--- config.mk ---
export PLATFORM = sky130hd
export DESIGN_NAME = mem_lsu_flat
export DESIGN_NICKNAME = d
export VERILOG_FILES = /design/src/rtl/mem_lsu_pkg.sv /design/src/rtl/mem_lsu_if.sv /design/src/rtl/mem_lsu_fmt.sv /design/src/rtl/mem_lsu.sv /design/src/flat_wrapper.sv
export SDC_FILE = /design/constraint.sdc
export NUM_CORES = 1
export LEC_CHECK = 0
export ABC_CLOCK_PERIOD_IN_PS = 4920
export CORE_AREA = 10 10 255 257
export CTS_CLUSTER_SIZE = 20
export DETAILED_ROUTE_END_ITERATION = 16
export DIE_AREA = 0 0 265 267
export PLACE_DENSITY_LB_ADDON = 0.1
export SYNTH_ARGS = -nofsm -noshare
export SYNTH_HDL_FRONTEND = slang
export SYNTH_HIERARCHICAL = 1
export SYNTH_SLANG_ARGS = --single-unit
--- constraint.sdc ---
create_clock -name clk -period 4.92 [get_ports clk]
set_clock_uncertainty 0.05 [all_clocks]
set_input_delay 1.476 -clock clk [delete_from_list [all_inputs] [get_ports clk]]
set_output_delay 1.476 -clock clk [all_outputs]
set_load 0.03 [all_outputs]
--- src/rtl/mem_lsu_pkg.sv ---
// Shared definitions for the mem_lsu memory-access stage.
//   mem_op_e    : memory operation codes carried from EX
//   lsu_state_e : bus-transaction FSM states
//   CAUSE_*     : exception cause codes for misaligned accesses
//   helpers     : load/store classification, access size, natural-alignment test
package mem_lsu_pkg;

  typedef enum logic [3:0] {
    MEM_NONE = 4'd0,
    LB       = 4'd1,
    LH       = 4'd2,
    LW       = 4'd3,
    LD       = 4'd4,
    LBU      = 4'd5,
    LHU      = 4'd6,
    LWU      = 4'd7,
    SB       = 4'd8,
    SH       = 4'd9,
    SW       = 4'd10,
    SD       = 4'd11
  } mem_op_e;

  typedef enum logic [1:0] {
    IDLE = 2'd0,
    REQ  = 2'd1,
    RESP = 2'd2,
    DONE = 2'd3
  } lsu_state_e;

  localparam logic [63:0] CAUSE_LOAD_MISALIGN  = 64'd4;
  localparam logic [63:0] CAUSE_STORE_MISALIGN = 64'd6;

  function automatic logic is_load(mem_op_e op);
    return op inside {LB, LH, LW, LD, LBU, LHU, LWU};
  endfunction

  function automatic logic is_store(mem_op_e op);
    return op inside {SB, SH, SW, SD};
  endfunction

  // log2 of the access size in bytes
  function automatic logic [1:0] size_log2(mem_op_e op);
    case (op)
      LB, LBU, SB: return 2'd0;
      LH, LHU, SH: return 2'd1;
      LW, LWU, SW: return 2'd2;
      default:     return 2'd3;
    endcase
  endfunction

  function automatic logic is_misaligned(mem_op_e op, logic [2:0] offset);
    case (size_log2(op))
      2'd0:    return 1'b0;
      2'd1:    return offset[0];
      2'd2:    return |offset[1:0];
      default: return |offset;
    endcase
  endfunction

endpackage

--- src/rtl/mem_lsu_if.sv ---
// Data-bus interface between the LSU (master) and data memory (slave).
//   req_valid/req_ready : request handshake
//   req_addr            : doubleword-aligned address
//   req_we              : 1 = store
//   req_wdata/req_wstrb : lane-aligned store data and byte strobes
//   rsp_valid/rsp_rdata : read response or write acknowledge
interface mem_lsu_if #(
  parameter int AW = 64,
  parameter int DW = 64
);
  logic            req_valid;
  logic            req_ready;
  logic [AW-1:0]   req_addr;
  logic            req_we;
  logic [DW-1:0]   req_wdata;
  logic [DW/8-1:0] req_wstrb;
  logic            rsp_valid;
  logic [DW-1:0]   rsp_rdata;

  modport master (
    output req_valid, req_addr, req_we, req_wdata, req_wstrb,
    input  req_ready, rsp_valid, rsp_rdata
  );

  modport slave (
    input  req_valid, req_addr, req_we, req_wdata, req_wstrb,
    output req_ready, rsp_valid, rsp_rdata
  );
endinterface

--- src/rtl/mem_lsu_fmt.sv ---
// Combinational data formatting for the LSU (64-bit bus only).
//   st_op/st_offset/st_data -> st_wdata/st_wstrb : store lane placement and strobes
//   ld_op/ld_offset/ld_dword -> ld_value         : load extraction and extension
// Bytes that would fall beyond lane 7 are dropped.
module mem_lsu_fmt
  import mem_lsu_pkg::*;
(
  input  mem_op_e     st_op,
  input  logic [2:0]  st_offset,
  input  logic [63:0] st_data,
  output logic [63:0] st_wdata,
  output logic [7:0]  st_wstrb,
  input  mem_op_e     ld_op,
  input  logic [2:0]  ld_offset,
  input  logic [63:0] ld_dword,
  output logic [63:0] ld_value
);

  logic [63:0] st_rep;
  logic [7:0]  st_strb_base;
  logic [63:0] ld_shifted;

  // NOTE: every signal written in always_comb gets a default first, so no path leaves it unassigned and no latch is inferred.
  always_comb begin
    st_rep       = st_data;
    st_strb_base = 8'h00;
    case (st_op)
      SB: begin st_rep = {8{st_data[7:0]}};  st_strb_base = 8'h01; end
      SH: begin st_rep = {4{st_data[15:0]}}; st_strb_base = 8'h03; end
      SW: begin st_rep = {2{st_data[31:0]}}; st_strb_base = 8'h0F; end
      SD: begin st_rep = st_data;            st_strb_base = 8'hFF; end
      default: ;
    endcase
    st_wdata = st_rep << {st_offset, 3'b000};
    st_wstrb = st_strb_base << st_offset;
  end

  always_comb begin
    ld_shifted = ld_dword >> {ld_offset, 3'b000};
    case (ld_op)
      LB:      ld_value = {{56{ld_shifted[7]}},  ld_shifted[7:0]};
      LH:      ld_value = {{48{ld_shifted[15]}}, ld_shifted[15:0]};
      LW:      ld_value = {{32{ld_shifted[31]}}, ld_shifted[31:0]};
      LBU:     ld_value = {56'd0, ld_shifted[7:0]};
      LHU:     ld_value = {48'd0, ld_shifted[15:0]};
      LWU:     ld_value = {32'd0, ld_shifted[31:0]};
      default: ld_value = ld_shifted;
    endcase
  end

endmodule

--- src/rtl/mem_lsu.sv ---
// RV64 memory-access stage between ex_mem and mem_wb.
// Non-memory instructions pass straight through; loads and stores run one
// valid/ready transaction on the data bus while lsu_stall_req holds the pipe.
//   clk, rst (synchronous, active-high)
//   ex_*          : instruction, ALU result and load/store control from EX
//   mem_*         : pc/inst/write-back data to mem_wb
//   lsu_stall_req : 1 = hold upstream stages and mem_wb
//   dmem          : data-bus master port (mem_lsu_if.master)
// Optional build macro YSYX22040228_LSU_MISALIGN_EN adds lsu_excp and
// lsu_excp_cause and traps naturally misaligned accesses instead of issuing them.
// DW is fixed at 64; other values are unsupported.
module mem_lsu
  import mem_lsu_pkg::*;
#(
  parameter int AW = 64,
  parameter int DW = 64
) (
  input  logic        clk,
  input  logic        rst,
  input  logic [63:0] ex_pc,
  input  logic [31:0] ex_inst,
  input  logic [63:0] ex_rd_data,
  input  logic [4:0]  ex_rd_addr,
  input  logic        ex_rd_ena,
  input  logic [3:0]  ex_mem_op,
  input  logic [63:0] ex_mem_addr,
  input  logic [63:0] ex_mem_wdata,
  output logic [63:0] mem_pc,
  output logic [31:0] mem_inst,
  output logic [63:0] mem_rd_data,
  output logic [4:0]  mem_rd_addr,
  output logic        mem_rd_ena,
  output logic        lsu_stall_req,
`ifdef YSYX22040228_LSU_MISALIGN_EN
  output logic        lsu_excp,
  output logic [63:0] lsu_excp_cause,
`endif
  mem_lsu_if.master   dmem
);

  lsu_state_e state, state_n;
  mem_op_e    ex_op;
  logic       ex_is_mem;
  logic       misalign_hit;
  logic       issue;
  logic       capture;

  // Request registers, loaded once in IDLE and held until the next request
  logic [AW-1:0]   addr_q;
  logic [2:0]      off_q;
  logic            we_q;
  logic [DW-1:0]   wdata_q;
  logic [DW/8-1:0] wstrb_q;
  mem_op_e         op_q;
  logic [DW-1:0]   rdata_q;

  logic [63:0] fmt_wdata;
  logic [7:0]  fmt_wstrb;
  logic [63:0] ld_value;

  assign ex_op     = mem_op_e'(ex_mem_op);
  assign ex_is_mem = is_load(ex_op) || is_store(ex_op);

`ifdef YSYX22040228_LSU_MISALIGN_EN
  assign misalign_hit   = is_misaligned(ex_op, ex_mem_addr[2:0]);
  assign lsu_excp       = (state == IDLE) && ex_is_mem && misalign_hit;
  assign lsu_excp_cause = !lsu_excp       ? 64'd0 :
                          is_load(ex_op)  ? CAUSE_LOAD_MISALIGN : CAUSE_STORE_MISALIGN;
`else
  assign misalign_hit = 1'b0;
`endif

  mem_lsu_fmt u_fmt (
    .st_op     (ex_op),
    .st_offset (ex_mem_addr[2:0]),
    .st_data   (ex_mem_wdata),
    .st_wdata  (fmt_wdata),
    .st_wstrb  (fmt_wstrb),
    .ld_op     (op_q),
    .ld_offset (off_q),
    .ld_dword  (rdata_q),
    .ld_value  (ld_value)
  );

  // NOTE: sequential state uses non-blocking assignments so every register samples pre-edge values regardless of statement order.
  always_ff @(posedge clk) begin
    if (rst) begin
      state   <= IDLE;
      addr_q  <= '0;
      off_q   <= '0;
      we_q    <= 1'b0;
      wdata_q <= '0;
      wstrb_q <= '0;
      op_q    <= MEM_NONE;
      rdata_q <= '0;
    end else begin
      state <= state_n;
      if (issue) begin
        addr_q  <= {ex_mem_addr[AW-1:3], 3'b000};
        off_q   <= ex_mem_addr[2:0];
        we_q    <= is_store(ex_op);
        wdata_q <= fmt_wdata;
        wstrb_q <= fmt_wstrb;
        op_q    <= ex_op;
      end
      if (capture) rdata_q <= dmem.rsp_rdata;
    end
  end

  always_comb begin
    state_n       = state;
    issue         = 1'b0;
    capture       = 1'b0;
    lsu_stall_req = 1'b0;
    mem_rd_data   = ex_rd_data;
    mem_rd_ena    = ex_rd_ena;
    case (state)
      IDLE: begin
        if (ex_is_mem) begin
          mem_rd_ena = 1'b0;
          // A trapped misaligned access retires this cycle without touching the bus
          if (!misalign_hit) begin
            issue         = 1'b1;
            lsu_stall_req = 1'b1;
            state_n       = REQ;
          end
        end
      end
      REQ: begin
        lsu_stall_req = 1'b1;
        mem_rd_ena    = 1'b0;
        if (dmem.req_ready) state_n = RESP;
      end
      RESP: begin
        lsu_stall_req = 1'b1;
        mem_rd_ena    = 1'b0;
        if (dmem.rsp_valid) begin
          capture = 1'b1;
          state_n = DONE;
        end
      end
      DONE: begin
        if (is_load(op_q)) begin
          mem_rd_data = ld_value;
        end else begin
          mem_rd_ena = 1'b0;
        end
        state_n = IDLE;
      end
      default: state_n = IDLE;
    endcase
  end

  assign mem_pc      = ex_pc;
  assign mem_inst    = ex_inst;
  assign mem_rd_addr = ex_rd_addr;

  assign dmem.req_valid = (state == REQ);
  assign dmem.req_addr  = addr_q;
  assign dmem.req_we    = we_q;
  assign dmem.req_wdata = wdata_q;
  assign dmem.req_wstrb = wstrb_q;

endmodule

--- src/flat_wrapper.sv ---
// flat-port wrapper written by rule: the top's interface ports become plain ports
module mem_lsu_flat import mem_lsu_pkg::*;
#(
  parameter int AW = 64,
  parameter int DW = 64
)
  (clk, rst, ex_pc, ex_inst, ex_rd_data, ex_rd_addr, ex_rd_ena, ex_mem_op, ex_mem_addr, ex_mem_wdata, mem_pc, mem_inst, mem_rd_data, mem_rd_addr, mem_rd_ena, lsu_stall_req, dmem_req_valid, dmem_req_addr, dmem_req_we, dmem_req_wdata, dmem_req_wstrb, dmem_req_ready, dmem_rsp_valid, dmem_rsp_rdata);
  mem_lsu_if #(.AW(AW), .DW(DW)) dmem_i ();
  input  logic clk;
  input  logic rst;
  input  logic [63:0] ex_pc;
  input  logic [31:0] ex_inst;
  input  logic [63:0] ex_rd_data;
  input  logic [4:0] ex_rd_addr;
  input  logic ex_rd_ena;
  input  logic [3:0] ex_mem_op;
  input  logic [63:0] ex_mem_addr;
  input  logic [63:0] ex_mem_wdata;
  output logic [63:0] mem_pc;
  output logic [31:0] mem_inst;
  output logic [63:0] mem_rd_data;
  output logic [4:0] mem_rd_addr;
  output logic mem_rd_ena;
  output logic lsu_stall_req;
  output wire logic [$bits(dmem_i.req_valid)-1:0] dmem_req_valid;
  output wire logic [$bits(dmem_i.req_addr)-1:0] dmem_req_addr;
  output wire logic [$bits(dmem_i.req_we)-1:0] dmem_req_we;
  output wire logic [$bits(dmem_i.req_wdata)-1:0] dmem_req_wdata;
  output wire logic [$bits(dmem_i.req_wstrb)-1:0] dmem_req_wstrb;
  input wire logic [$bits(dmem_i.req_ready)-1:0] dmem_req_ready;
  input wire logic [$bits(dmem_i.rsp_valid)-1:0] dmem_rsp_valid;
  input wire logic [$bits(dmem_i.rsp_rdata)-1:0] dmem_rsp_rdata;
  assign dmem_req_valid = dmem_i.req_valid;
  assign dmem_req_addr = dmem_i.req_addr;
  assign dmem_req_we = dmem_i.req_we;
  assign dmem_req_wdata = dmem_i.req_wdata;
  assign dmem_req_wstrb = dmem_i.req_wstrb;
  assign dmem_i.req_ready = dmem_req_ready;
  assign dmem_i.rsp_valid = dmem_rsp_valid;
  assign dmem_i.rsp_rdata = dmem_rsp_rdata;
  mem_lsu #(.AW(AW), .DW(DW)) u_core (.clk(clk), .rst(rst), .ex_pc(ex_pc), .ex_inst(ex_inst), .ex_rd_data(ex_rd_data), .ex_rd_addr(ex_rd_addr), .ex_rd_ena(ex_rd_ena), .ex_mem_op(ex_mem_op), .ex_mem_addr(ex_mem_addr), .ex_mem_wdata(ex_mem_wdata), .mem_pc(mem_pc), .mem_inst(mem_inst), .mem_rd_data(mem_rd_data), .mem_rd_addr(mem_rd_addr), .mem_rd_ena(mem_rd_ena), .lsu_stall_req(lsu_stall_req), .dmem(dmem_i));
endmodule
==> out/metrics.cfg <==
[run_status]
status = finished, final reports clean

[timing]
fin_ws_ns = 0.225
hold_viol = 0
fin_crit_ns = 4.70
worst_slew_pin_slew_ns = 0.910
finalMaxSlewViolations = 0
timing.final.crit_share_pct = 95.4
maxSlewHeadroom_pct = 39.1
tns_ns = 0
rsz0062_at_grt = false
finalSetupViolCount = 0
fmax_mhz = 213

[yosys]
synth_top_area_cell = dfxtp_1
ys_ff_latch = 207
async_reset_ff_share_pct = 0
synth_seq_area_share_pct = 29.9
synth_flop_cell = dfxtp_1
synth.avg_cell_area_um2 = 7.41
synth_area_leaders = dfxtp_1, nand2_1, a21oi_1
synth_warnings = 6
synth_top_area_share_pct = 29.9
synth_edf_count = 0
synthCells = 1873
netlist_area_mm2 = 0.0139
yosys.cell_types.count = 66

[setup_path]
critPathSlowestCell = dfxtp_4
cp-end-kind = output pin
crit_required_ns = 3.39
criticalPathCategory = flip-flop to output pin
worstPathMaxFanout = 21
cpPeakStageDelay_ns = 0.54
arrival_ns = 3.17
crit_chain = mux2i_1, mux4_2, or3b_1, o221a_2, nand2_1, mux2_2, buf_4
start_kind = flip-flop

[floorplan]
rows = 90
die_w_um = 265
ios = 671
fp.dieH_um = 267
core_mm2 = 0.0599
die_area_mm2 = 0.0708
start_util_pct = 23.2

[power]
power.internal_mw = 4.44
switching_power_mw = 3.30
p_sw_share_pct = 42.6
p_clk_share_pct = 26.0
power.leakage_nw = 6.97
seq_power_share_pct = 28.2
irDropWorstVdd_mv = 0.465
power_frac_comb_pct = 45.8
total_power_mw = 7.74
powerDensity_mw_per_mm2 = 403

[detailed_routing]
firstDrtPassIters = 7
via_per_inst = 4.98
drt_wl_total_um = 71800
antenna_left = 0
wl_per_cell_um = 24.3
drtIter0Drc = 1146
drc = 0
dr_total_vias = 14747

[finish]
final_nets = 2531
final_common_cell = nand2_1
drive_above_1_share_pct = 13.0
area_delta_synth_final_pct = 38.5
fillers = 6507
final_cell_mix = nand2_1, clkdlybuf4s50_1, a21oi_1
n_antenna_cell = 0
final_cells = 2960

[clock_network]
cts.sink_count = 207
clk_pin_slew_ns = 0.06
clk-insertion-delay-late_ns = 0.55
clk_path_buf_depth = 3
clock-root-buffer = clkbuf_16
post_cts_buffers = 0
numCtsBuffers = 28
htree_levels = 1
ctsHoldBuffers = 0
cts_tree = done

[placed_design]
dpl_worst_slack_ns = 0.326
gp_congestion = 0.902
dp_cells = 2911
detailed_place_hpwl_um = 54500
port_buffers = 465

[run]
max_cap_violations = 0

[hold_path]
hp-class = flip-flop to flip-flop

[global_route]
grt.overflow.total = 0
first_global_vias = 14861
grt_start_max_net_pins = 140
grt_usage_pct = 18.9
antenna_found_initial = 3
grt_first_pass_wirelength_um = 102000

-- metal layers --
layer / vias to the layer above / track usage [%] / part of all wire, %
met5: - / 0.0710 / 0.038
met4: 4 / 3.32 / 1.5
met3: 77 / 7.58 / 10
met2: 688 / 31.0 / 46
met1: 7020 / 23.3 / 41
li1: 6958 / - / -
-- synth_stat cells, types with 3 or more instances --
cell       number
a2111oi_0       3
a211o_1         3
a211oi_1       26
a21oi_1       258
a221o_1        12
a221oi_1       13
a22o_1         10
a22oi_1        23
a2bb2oi_1       3
a311oi_1        6
a31oi_1         5
a32oi_1         8
and2_1         22
and3_1         10
buf_1           8
buf_2          30
buf_4         117
buf_6          16
clkbuf_1       93
dfxtp_1       207
ha_1            5
inv_1          10
mux2_2         92
mux2i_1        63
mux4_2         18
nand2_1       547
nand2b_1        7
nand3_1        18
nand4_1         3
nor2_1         73
nor2b_1        12
nor3_1         12
nor4_1          4
nor4bb_1        7
o211ai_1        9
o21ai_0        77
o221ai_1        8
-- final cells by class --
cell class	instances	area, um2	share of cell area, %
inverter	12	45.0	0.234
clock inverter	10	100	0.521
multi-input combinational	1393	8150	42.4
timing repair buffer	518	5000	26.0
tap	782	978	5.09
clock buffer	38	800	4.16
sequential	207	4150	21.6
-- through the flow --
stage | hold WS [ns] | utilization, % | area (um2)
after floorplan | 0.383 | - | 13900
after global placement | 0.391 | 30.5 | 18300
after global routing | 0.420 | 32.1 | 19200
final | 0.401 | 32.1 | 19200
after detailed placement | 0.396 | 30.5 | 18300
after CTS | 0.404 | 32.0 | 19200
-- repair_timing --
item,CTS,global route
endpoints found under the setup margin,1,14
resized for setup,1,2
gates cloned,0,1
-- kinds of logic (layout without fill, tap and decap cells) --
kind of cell	count (synthesis)	after routing	synth area share (%)
XOR/XNOR	1	1	0.0631
AO/OA/AOI/OAI	480	481	20.8
flip-flops	207	207	29.9
adder cells (fa/ha/maj)	5	5	0.451
buffers and inverters	276	578	11.8
AND/OR/NAND/NOR	730	730	22.1
multiplexers	173	173	14.9
other	1	3	0.0270
-- state kept, by name, summed over array words and instances, names as in the netlist --
signal / flops
u_core/dmem.req_addr: 61
u_core/dmem.req_wdata: 64
u_core/op_q: 4
u_core/state: 2
u_core/rdata_q: 64
u_core/off_q: 3
u_core/dmem.req_wstrb: 8
u_core/dmem.req_we: 1
-- worst paths after layout --
| path | from | cells after the start | slack [ns] | endpoint |
|---|---|---|---|---|
| min | u_core/dmem.req_addr[35] | 2 | 0.40 | u_core/dmem.req_addr[35] |
| max reg2reg | u_core/state[1] | 6 | 2.90 | u_core/dmem.req_addr[14] |
| min reg2reg | u_core/dmem.req_addr[35] | 2 | 0.40 | u_core/dmem.req_addr[35] |
| max | u_core/off_q[1] | 7 | 0.22 | mem_rd_data[44] |
-- critical path: cells and delay by family (launching register included) --
family,cells,cell delay (ns)
simple gates,2,0.48
buf+inv,1,0.17
mux,3,0.91
flops,1,0.54
compound gates,1,0.51
-- power groups by stage --
stage / registers, mW / logic, mW / clock network (mW)
after global placement: 2.21 / 3.55 / 0
after floorplan: 2.53 / 1.96 / 0
final: 2.18 / 3.54 / 2.01
after detailed placement: 2.22 / 3.55 / 0
after CTS: 2.19 / 3.57 / 2.09
after global routing: 2.22 / 3.82 / 2.16
No activity file was read; power rests on OpenSTA's default activity.
